## src/rtl/lc3b_types.sv

```systemverilog
// lc3b_types: shared LC-3b pipeline types for the memory stage.
//   lc3b_word          16-bit datapath word
//   lc3b_control_word  memory-control bits carried down the pipe
//   lc3b_mem_state     memory-stage FSM states
//   word_align()       clears address bit 0 for the word-addressed memory port
package lc3b_types;

    typedef logic [15:0] lc3b_word;

    typedef struct packed {
        logic mem_read;
        logic mem_write;
        logic mem_byte;
        logic mem_indirect;
    } lc3b_control_word;

    typedef enum logic [1:0] {
        IDLE,
        PTR,
        ACCESS,
        DONE
    } lc3b_mem_state;

    function automatic lc3b_word word_align(input lc3b_word a);
        return {a[15:1], 1'b0};
    endfunction

endpackage

```

## src/rtl/mem_stage_byte_align.sv

```systemverilog
// mem_byte_align: combinational byte lane handling for loads and stores.
//   i_byte   byte-sized access
//   i_sel    address bit 0 (1 = high byte)
//   i_rdata  raw memory read word       -> o_load  zero-extended load result
//   i_sr2    store source register      -> o_wdata replicated store data
//                                       -> o_be    byte enables {high, low}
module mem_byte_align
    import lc3b_types::*;
(
    input  logic       i_byte,
    input  logic       i_sel,
    input  lc3b_word   i_rdata,
    input  lc3b_word   i_sr2,
    output lc3b_word   o_load,
    output lc3b_word   o_wdata,
    output logic [1:0] o_be
);

    assign o_load  = i_byte ? {8'h00, i_sel ? i_rdata[15:8] : i_rdata[7:0]} : i_rdata;
    // Byte stores put the byte on both lanes; the enable picks the lane.
    assign o_wdata = i_byte ? {2{i_sr2[7:0]}} : i_sr2;
    assign o_be    = i_byte ? (i_sel ? 2'b10 : 2'b01) : 2'b11;

endmodule

```

## src/rtl/mem_stage.sv

```systemverilog
// mem_stage: LC-3b MEM stage; runs LDR/STR/LDB/STB/LDI/STI on the data port.
//   clk, reset_n      clock, async active-low reset
//   control_in        memory control bits from EX/MEM
//   alu_in, sr2_in    effective address, store data
//   dmem_*            data memory request/response port
//   mdr_out           registered load result for MEM/WB
//   stall             freezes upstream barriers until the access completes
module mem_stage
    import lc3b_types::*;
(
    input  logic             clk,
    input  logic             reset_n,
    input  lc3b_control_word control_in,
    input  lc3b_word         alu_in,
    input  lc3b_word         sr2_in,
    input  logic             dmem_resp,
    input  lc3b_word         dmem_rdata,
    output logic             dmem_read,
    output logic             dmem_write,
    output lc3b_word         dmem_address,
    output lc3b_word         dmem_wdata,
    output logic [1:0]       dmem_byte_enable,
    output lc3b_word         mdr_out,
    output logic             stall
);

    lc3b_mem_state r_state, w_next;
    lc3b_word      r_ptr, r_mdr;
    lc3b_word      w_addr, w_load, w_wdata;
    logic [1:0]    w_be;
    logic          w_mem_op, w_is_write;

    assign w_mem_op   = control_in.mem_read | control_in.mem_write;
    // A write bit wins when both are set.
    assign w_is_write = control_in.mem_write;
    assign w_addr     = control_in.mem_indirect ? r_ptr : alu_in;

    mem_byte_align u_align (
        .i_byte  (control_in.mem_byte),
        .i_sel   (w_addr[0]),
        .i_rdata (dmem_rdata),
        .i_sr2   (sr2_in),
        .o_load  (w_load),
        .o_wdata (w_wdata),
        .o_be    (w_be)
    );

    always_ff @(posedge clk or negedge reset_n) begin
        if (!reset_n) begin
            r_state <= IDLE;
            r_ptr   <= '0;
            r_mdr   <= '0;
        end else begin
            r_state <= w_next;
            if (r_state == PTR && dmem_resp)
                r_ptr <= dmem_rdata;
            if (r_state == ACCESS && dmem_resp && !w_is_write)
                r_mdr <= w_load;
        end
    end

    always_comb begin
        w_next = r_state;
        case (r_state)
            IDLE:    w_next = w_mem_op ? (control_in.mem_indirect ? PTR : ACCESS) : IDLE;
            PTR:     w_next = dmem_resp ? ACCESS : PTR;
            ACCESS:  w_next = dmem_resp ? DONE : ACCESS;
            default: w_next = IDLE;
        endcase
    end

    always_comb begin
        dmem_read        = 1'b0;
        dmem_write       = 1'b0;
        dmem_address     = '0;
        dmem_wdata       = '0;
        dmem_byte_enable = 2'b00;
        if (r_state == PTR) begin
            // Pointer fetch is always a full-word read.
            dmem_read        = 1'b1;
            dmem_address     = word_align(alu_in);
            dmem_byte_enable = 2'b11;
        end else if (r_state == ACCESS) begin
            dmem_read        = !w_is_write;
            dmem_write       = w_is_write;
            dmem_address     = word_align(w_addr);
            dmem_wdata       = w_is_write ? w_wdata : '0;
            dmem_byte_enable = w_be;
        end
    end

    // reset_n gates stall so it drops at once while reset is held.
    assign stall   = reset_n & ((r_state == IDLE && w_mem_op) || r_state == PTR || r_state == ACCESS);
    assign mdr_out = r_mdr;

endmodule

```

## config.mk

```make
export PLATFORM = sky130hd
export DESIGN_NAME = mem_stage
export DESIGN_NICKNAME = d
export VERILOG_FILES = /design/src/rtl/lc3b_types.sv /design/src/rtl/mem_stage_byte_align.sv /design/src/rtl/mem_stage.sv
export SDC_FILE = /design/constraint.sdc
export NUM_CORES = 1
export LEC_CHECK = 0
export CAP_MARGIN = 25
export CORE_ASPECT_RATIO = 1.5
export CORE_MARGIN = 5
export CORE_UTILIZATION = 45
export CTS_CLUSTER_DIAMETER = 60
export CTS_CLUSTER_SIZE = 8
export DETAILED_ROUTE_END_ITERATION = 10
export PLACE_DENSITY_LB_ADDON = 0.1
export SLEW_MARGIN = 5
export SYNTH_ARGS = -nofsm -noshare
export SYNTH_HDL_FRONTEND = slang
export SYNTH_HIERARCHICAL = 1
export SYNTH_SLANG_ARGS = --single-unit
```

## constraint.sdc

```tcl
create_clock -name clk -period 4 [get_ports clk]
set_input_delay 0.8 -clock clk [delete_from_list [all_inputs] [get_ports clk]]
set_output_delay 0.8 -clock clk [all_outputs]
set_load 0.03 [all_outputs]
```

Word-level counts from Yosys, hierarchy flattened
Cells that the tools add are included.

storage, ports and cells
  register bits after elaboration = 34
  output and inout bits = 53

operators by class
  equal/unequal tests = 2
  muxes and demuxes = 22
  bitwise gates (word level) = 2
  reductions and logical operators = 8

operators with widths
  cell                                                              number
  16-bit two-way mux                                                8
  2-bit two-way mux                                                 7
  8-bit two-way mux                                                 1
  2-bit case mux with 3 select lines                                1
  1-bit two-way mux                                                 5
  1-bit logical AND                                                 4
  2-bit by 1-bit == test with 1-bit output (second input constant)  1
  2-bit == test (second input constant)                             1
  2-bit logical NOT                                                 1
  1-bit logical OR                                                  2
  1-bit AND                                                         1
  1-bit logical NOT                                                 1
  1-bit OR                                                          1

Depth between registers and ports, before layout
Gate-level depths: netlist of run 1.

  depth after elaboration = 5
  mapped depth = 5
  gate-level depth less buffers = 4

Hierarchy
Netlist of run 1, hierarchy kept.

modules (own cells, without submodules)
  module          times used  cells each  area an instance (sq um)  sequential area each (sq um)
  mem_stage       1           148         1,899.3                   850.8
  mem_byte_align  1           36          372.9                     0.0

Least setup slack after synthesis of run 1
No wires, ideal clock.

  kind = input-to-output
  start point = in control_in[0] (netlist bit)
  end point = out dmem_address[10]
  data arrival time = 1,882 ps
  slack = 1,318 ps
  stages on the path = 4
  buffers on the path = 2
  cells stage by stage = buf_2 -> buf_2 -> mux2i_1 -> o2bb2ai_1

on the way
  cells in the longest elaborated chain, start to end = 3

RTL lines
  item                line             text
  from (decl)         mem_stage.sv:13  input lc3b_control_word control_in,
  16-bit two-way mux  mem_stage.sv:36  assign w_addr = control_in.mem_indirect ? r_ptr : alu_in;
  16-bit two-way mux  mem_stage.sv:83  end else if (r_state == ACCESS) begin
  16-bit two-way mux  mem_stage.sv:78  if (r_state == PTR) begin
  to (decl)           mem_stage.sv:20  output lc3b_word dmem_address,

Every way passes these cells.

Worst setup path after layout of run 1
  start point = in control_in[1] (netlist bit)
  end point = out dmem_wdata[9]

on the way
  cells in the longest elaborated chain, start to end = 4

RTL lines
  item                line                        text
  16-bit two-way mux  mem_stage_byte_align.sv:21  assign o_wdata = i_byte ? {2{i_sr2[7:0]}} : i_sr2;
  net w_wdata[9]      mem_stage.sv:29             lc3b_word w_addr, w_load, w_wdata;
  16-bit two-way mux  mem_stage.sv:87             dmem_wdata = w_is_write ? w_wdata : '0;
  16-bit two-way mux  mem_stage.sv:83
  16-bit two-way mux  mem_stage.sv:78
  to (decl)           mem_stage.sv:21             output lc3b_word dmem_wdata,

The timed path passes the listed nets, and every way through them passes these cells.

==> flow_summary.toml, run 1 <==
[min_path]
min_path_type = "flip-flop to flip-flop"

[final_layout]
final_cell_mix = "clkdlybuf4s50_1 (104), dfrtp_1 (34), mux2_2 (24)"
fillers = 436
post-route-util_pct = 68.95
stdcell_area_um2 = 3369
multi_input_comb_area_um2 = 1231
nNetsFinal = 335
seq_area_um2 = 850.8
area_growth_syn_to_layout_pct = 48.29
final_common_cell = "clkdlybuf4s50_1"
final_layout_size_suffix_gt1_share_pct = 22.42
diodes = 0

[sta]
finalHoldViolCount = 0
post-route-period-util_pct = 87.44
max_slew_margin_pct = 56.17
rsz0062_at_grt = "no"
worst_pin_slew_ps = 657.5
skew_ps = 3.313
period_needed_ps = 3498
setup_viol = 0
slew_viol_final = 0
finalWorstSetupSlack_ps = 502.3
tns_ps = 0
fmax_mhz = 285.9

[yosys]
synthTopCellsByArea = "dfrtp_1 (37%), mux2_4 (13%), mux2_2 (12%)"
ys.warnings.count = 6
ys_seq_area_share_pct = 37.44
yosysTopAreaCell = "dfrtp_1"
synth_top_area_share_pct = 37.44
syn_inst = 184
avgSynthCellArea_um2 = 12.35
synth_nets = 239
synth_cell_type_count = 28
syn_area_um2 = 2272
synth-seq-cells = 34

[clocking]
holdBufCountCts = 0
clk_latency_ps = 290
ctsResizeCount = 0
cts_root_buf = "clkbuf_8"
cts_made_buffers = 5
cts.sinks = 34
clk_pin_slew_ps = 70
cts_tree = "yes"
cts.path.max_buffers = 2
htreeDepth = 2
cts_setup_buffers = 0

[placement]
dp_slack_ps = 499.2
io_buffers = 106
gp_congestion = 0.7942
placedInstanceArea_um2 = 3278
dpl.hpwl_mm = 4.617

[route]
finalWirelength_mm = 5.988
drc = 0
wl_per_cell_um = 17.26
dr.pass1.iters = 3
antenna_left = 0
detail_route.iter0.violations = 46
vias_per_cell = 5.193
via_count = 1802

[pwr]
leakagePower_uw = 0.001480
ir_worst_vdd_mv = 0.4001
power.density_nw_per_um2 = 700.4
total_power_uw = 2360

[worst_setup_path]
cp-endpoint = "dmem_wdata[9]"
start_kind = "input port"
r2r_slack_ps = 2410
required_ps = 3200
cp-startpoint = "control_in[1]"
endpoint_kind = "output port"
path_max_fanout = 10
rr_endpoint = "mdr_out[5]"
reg2reg_from = "r_state[0]"
reg2reg_depth = 3
cp.arrival_ps = 2700
path_class = "input port to output port"

[floorplan]
io_pins = 108
rows = 31
die_w_um = 68.02
initial_utilization_pct = 46.49
core_area_um2 = 4887
chipHeight_um = 97.03
die_area_um2 = 6600

[grt]
track_usage_pct = 18.67
grt_pass1_vias = 1922
grt_use_met3_pct = 6.721
grt_max_degree = 35
grt_pass1_wl_mm = 9.501
antenna_found_initial = 1
grt-ovfl-total = 0
met1_usage_pct = 21.37
met2_usage_pct = 31.28
grt_busiest_layer = "met2"

[outcome]
status = "finished, final reports clean"

[run]
drv_cap = 0
## cell families (layout without fill, tap and decap cells)
family          after synthesis  in the layout  synth area share (%)
other cells                   1              1                0.1650
simple gates                 38             38                 11.95
mux                          64             64                 34.03
buf+inv                      25            122                 8.369
compound gates               22             22                 8.039
flops                        34             34                 37.45
## state kept, by name, summed over array words and instances, names as in the netlist
signal   flops
r_state      2
mdr_out     16
r_ptr       16
## Yosys cell counts (all sizes together)
master / count
and4bb: 1
nor2b: 10
nor2: 1
a221oi: 1
and2: 1
and3: 17
clkbuf: 3
and2b: 1
o2bb2ai: 15
nand2: 2
a22oi: 1
o21bai: 2
buf: 22
mux2: 49
or4: 1
nand2b: 3
a21o: 2
mux2i: 15
dfrtp: 34
o21ai: 1
conb: 1
nand3b: 1
## layer usage
layer / up-vias / share of wire, % / routed length (µm)
li1: 853 / - / -
met4: 2 / 2.1 / 126
met3: 10 / 9.8 / 584
met2: 79 / 49 / 2913
met1: 858 / 39 / 2350
met5: - / 0.22 / 13
## cell type report
cell class | instances | share of cell area (%)
tap | 66 | 2.451
clock inverter | 1 | 0.1485
clock buffer | 7 | 2.562
sequential | 34 | 25.25
timing repair buffer | 114 | 33.05
multi-input combinational | 125 | 36.54
## report_power, final
group / switching (µW) / total, µW / internal [µW]
clock: 127 / 266 / 139
combinational: 770 / 1470 / 700
sequential: 109 / 624 / 514
## critical path, cell delays in order
cell	delay, ps
clkdlybuf4s50_1	760
mux2_2	390
and3_1	160
clkdlybuf4s50_1	590
## worst min path at each step
stage | slack, ps | start | depth (start not counted) | end
after floorplan | 460 | r_ptr[13] | 1 | r_ptr[13]
after global placement | 480 | r_ptr[8] | 1 | r_ptr[8]
after detailed placement | 480 | r_ptr[9] | 1 | r_ptr[9]
after CTS | 500 | r_ptr[9] | 1 | r_ptr[9]
after global routing | 530 | r_ptr[14] | 1 | r_ptr[14]
final | 500 | r_ptr[9] | 1 | r_ptr[9]
## metrics by stage
step / std cells / hold slack (ps)
after detailed placement: 339 / 484.5
after global placement: 339 / 476.7
final: 347 / 500.3
after global routing: 347 / 525.1
after floorplan: 184 / 464.0
after CTS: 347 / 501.6
Note: power is estimated with default switching activity, not from simulation.
==> inputs of run 2 (changes only) <==
CORE_ASPECT_RATIO = 0.7   (was 1.5)
==> run 2 against run 1 <==
Compared with the run above: utilization grew 1.6 points; combinational power is essentially flat; largest power group unchanged; register-to-register slack is essentially flat; worst hold slack gained 2.3 ps; clock power grew 42%; sequential power is essentially flat; die area shrank 0.10%.
==> flow_summary.toml, run 2 (synthesized netlist as in run 1, its figures left out) <==
[outcome]
status = "finished, final reports clean"

[grt]
grt_pass1_vias = 1849
antenna_found_initial = 0
grt-ovfl-total = 0
grt_max_degree = 35
grt_pass1_wl_mm = 10.04
track_usage_pct = 19.39

[worst_setup_path]
path_max_fanout = 9
cp.arrival_ps = 2670
reg2reg_depth = 3
start_kind = "input port"
endpoint_kind = "output port"
path_class = "input port to output port"
required_ps = 3200

[sta]
finalHoldViolCount = 0
max_slew_margin_pct = 48.03
skew_ps = 10.49
post-route-period-util_pct = 86.70
setup_viol = 0
fmax_mhz = 288.4
period_needed_ps = 3468
worst_pin_slew_ps = 777.9
finalWorstSetupSlack_ps = 532.1
slew_viol_final = 0
rsz0062_at_grt = "no"
tns_ps = 0

[clocking]
cts.path.max_buffers = 2
cts_setup_buffers = 0
htreeDepth = 2
ctsResizeCount = 0
holdBufCountCts = 0
cts.sinks = 34
clk_pin_slew_ps = 70
clk_latency_ps = 280
cts_tree = "yes"
cts_made_buffers = 5
cts_root_buf = "clkbuf_8"

[floorplan]
core_area_um2 = 4835
die_area_um2 = 6593
initial_utilization_pct = 47.00
io_pins = 108
die_w_um = 94.93
chipHeight_um = 69.45
rows = 21

[final_layout]
final_cell_mix = "clkdlybuf4s50_1 (104), dfrtp_1 (34), mux2_2 (24)"
diodes = 0
final_layout_size_suffix_gt1_share_pct = 22.50
nNetsFinal = 334
fillers = 391
area_growth_syn_to_layout_pct = 50.17
final_common_cell = "clkdlybuf4s50_1"

[route]
drc = 0
antenna_left = 0
vias_per_cell = 5.158
wl_per_cell_um = 17.68
via_count = 1800
finalWirelength_mm = 6.170
dr.pass1.iters = 4
detail_route.iter0.violations = 35

[placement]
dpl.hpwl_mm = 4.608
io_buffers = 106
gp_congestion = 0.7034
dp_slack_ps = 544.7

[pwr]
ir_worst_vdd_mv = 0.4703
p_int_uw = 1464
seq_power_share_pct = 25.2
leakagePower_uw = 0.001495
sw_frac_of_total_pct = 41.08
p_comb_share_pct = 59.6
switching_power_uw = 1021
p_clk_share_pct = 15.2
power.density_nw_per_um2 = 728.3

[run]
drv_cap = 0

[min_path]
min_path_type = "flip-flop to flip-flop"
hold_depth = 1
==> run 2: cell types whose count changed in the layout (fill, tap and decap cells not counted), sizes merged <==
cell	before	now
clkbuf	7	5
buf	10	9
bufinv	0	2
==> run 2: area by class of cell <==
type	instances	area (µm²)	area share, %
Tap cell	69	86.33	2.530
Timing Repair Buffer	113	1106	32.42
Sequential cell	34	850.8	24.94
Clock inverter	3	68.82	2.017
Clock buffer	5	68.82	2.017
Multi-Input combinational cell	125	1231	36.08
==> run 2: through the flow <==
step / power [µW] / area [µm²] / hold slack [ps] / instances / utilization (%)
after floorplan: 1574 / 2272 / 464.0 / 184 / -
after global placement: 2101 / 3274 / 481.4 / 341 / 67.73
after detailed placement: 2112 / 3274 / 492.9 / 341 / 67.73
after CTS: 2503 / 3412 / 510.5 / 349 / 70.57
after global routing: 2615 / 3412 / 526.4 / 349 / 70.57
final: 2485 / 3412 / 502.6 / 349 / 70.57
==> run 2: worst max-delay path: stages <==
cell             delay [ps]
clkdlybuf4s50_1         730
mux2_2                  390
and3_1                  160
clkdlybuf4s50_1         590
==> run 2: power by group through the flow <==
stage	combinational, µW	clock [µW]	sequential (µW)
floorplan	831	0	743
global placement	1470	0	628
detailed placement	1480	0	632
CTS	1490	386	628
global route	1560	401	654
finish	1480	378	627
==> run 2: path summary, 6_finish.rpt <==
path                               startpoint             to  slack [ps]
worst max-delay path            control_in[1]  dmem_wdata[9]         530
worst min-delay path                r_ptr[14]      r_ptr[14]         500
worst max register to register     r_state[0]     mdr_out[4]        2420
worst min register to register      r_ptr[14]      r_ptr[14]         500
max in group asynchronous             reset_n       r_ptr[4]        3090
min in group asynchronous             reset_n       r_ptr[5]         590
==> run 2: routing by layer <==
metal  global-route usage [%]  vias up  wire [µm]  share of wire [%]
met5                        0        -          0                  0
met4                    1.920        0         12               0.19
met3                    5.748        2        399                6.5
met2                    29.61       52       2807                 45
met1                    27.96      894       2950                 48
li1                         -      852          -                  -
==> variant: new RTL, flow settings as in run 2 <==
Make the reset (`reset_n`) synchronous in one clocked block. Comments in the files are not updated.
--- a/src/rtl/mem_stage.sv
+++ b/src/rtl/mem_stage.sv
@@ -47,3 +47,3 @@
 
-    always_ff @(posedge clk or negedge reset_n) begin
+    always_ff @(posedge clk) begin
         if (!reset_n) begin
Formal check against the unedited RTL: differs if reset_n is asserted again (counterexample within 4 cycles, from zero or initial values and one cycle with reset_n low); with reset_n held inactive, the same outputs for 10 cycles.
==> variant against run 2 <==
- final area down 2.4%
- final cell count is 18% higher
- count of clock-buffer cells in the layout up 1
- setup slack got worse by 0.056 ns
- sequential cell count did not move
- synthesized area is 1.5% higher
- register-to-register slack worse by 0.10 ns
- routed wire length increased by 5.0%
Power is not compared: it rests on default switching activity, and its combinational part moved more than twofold at a synthesized area within 25%.
==> variant: results (changes against run 2) <==
* Top_reg_cell synth: dfxtp_1
* Worst reg2reg setup slack at 2.32 ns (-0.10 ns)
* Area contributors post-synth: dfxtp_1, mux2i_1, nand2_1
* Run status: complete, no violations
* Slew @ Worst Pin at 0.937 ns (+0.159 ns)
* CP Capture Point: dmem_wdata[11]
* FF-to-FF Start: r_state[0]$_SDFF_PN0_
* Final WL at 6480 um (+5.0%)
* Wl on met1 at 3210 um (+8.9%)
* Total track usage at 19.1% (-0.33 points)
* Detail Placement HPWL at 4910 um (+6.6%)
* Avg WL per Cell at 15.8 um (-11%)
* Largest net degree at the start of global routing at 65 (+86%)
* Vias in the first global route at 1986 (+7.4%)
* Syn avg cell area at 9.01 um^2 (-27%)
* Fin crit share at 88.1% (+1.4 points)
* GP Congestion at 0.759 (+8.0%)
* Post-Syn Nets at 311 (+30%)
* Share of layout cells above drive strength 1 at 9.65% (-13 points)
* Share of flip-flops with an asynchronous set or reset at 0% (-100 points)
* Post-synthesis sequential area ratio at 29.5% (-7.9 points)
* WP data arrival at 2.72 ns (+0.05 ns)
* Yosys cell types at 29 (+3.6%)
* R2r endpoint: r_ptr[5]$_SDFFE_PN0P_
* DP Worst Slack at 0.479 ns (-0.0661 ns)
variant: cell count changes in the layout (fill, tap and decap cells not counted), moves of 6 or more:
cell            run 2  this run
mux2_4             19         9
mux2_1              6         0
dfrtp_1            34         0
nand2_1             1        64
mux2i_1            15        47
dfxtp_1             0        34
mux2_2             24         9
variant: worst min path at each step:
| stage | endpoint | slack (ns) | cells after the start |
|---|---|---|---|
| 2_1_floorplan | r_ptr[0]$_SDFFE_PN0P_ | 0.43 | 2 |
| 6_report | mdr_out[9]$_SDFFE_PN0P_ | 0.45 | 2 |
| 5_1_grt | r_ptr[2]$_SDFFE_PN0P_ | 0.48 | 2 |
| 3_5_place_dp | mdr_out[5]$_SDFFE_PN0P_ | 0.45 | 2 |
| 3_3_place_gp | mdr_out[5]$_SDFFE_PN0P_ | 0.44 | 2 |
| 4_1_cts | r_ptr[2]$_SDFFE_PN0P_ | 0.46 | 2 |
variant: critical path, stage by stage:
cell	delay, ns
clkdlybuf4s50_1	0.78
mux2_2	0.39
and3_1	0.16
clkdlybuf4s50_1	0.59
variant: layout make-up:
class | instances | area, um^2
inverter | 1 | 3.75
sequential | 34 | 681
tap | 69 | 86.3
clock inverter | 1 | 7.51
timing repair buffer | 112 | 1100
fill | 405 | 1530
clock buffer | 6 | 72.6
multi-input combinational | 188 | 1380
variant: through the flow:
| step | util [%] | hold WS, ns | power (mW) | area (um^2) |
|---|---|---|---|---|
| after detailed placement | 66.9 | 0.446 | 0.733 | 3250 |
| after floorplan | - | 0.431 | 0.598 | 2310 |
| final | 68.5 | 0.454 | 0.965 | 3330 |
| after global routing | 68.5 | 0.481 | 1.01 | 3330 |
| after CTS | 68.5 | 0.458 | 0.972 | 3330 |
| after global placement | 66.9 | 0.443 | 0.729 | 3250 |
variant: power by group:
group,internal [mW],switching (mW),total [mW],leakage (nW)
Combinational,0.174,0.187,0.361,0.999
Clock,0.119,0.119,0.239,0.0373
Sequential,0.353,0.0128,0.366,0.276
variant: per-layer routing:
metal,global-route usage (%),up-vias
li1,-,1041
met2,27.5,62
met1,28.4,967
met4,3.31,0
met3,5.15,5
met5,0,-
variant: kinds of logic (layout without fill, tap and decap cells):
logic type      Yosys count  in the layout  share of synthesized area, %
buf+inv                  34            120                          10.6
simple gates             99             99                          20.8
mux                      65             65                          30.6
other cells               1              1                         0.163
flops                    34             34                          29.5
compound gates           23             23                          8.24
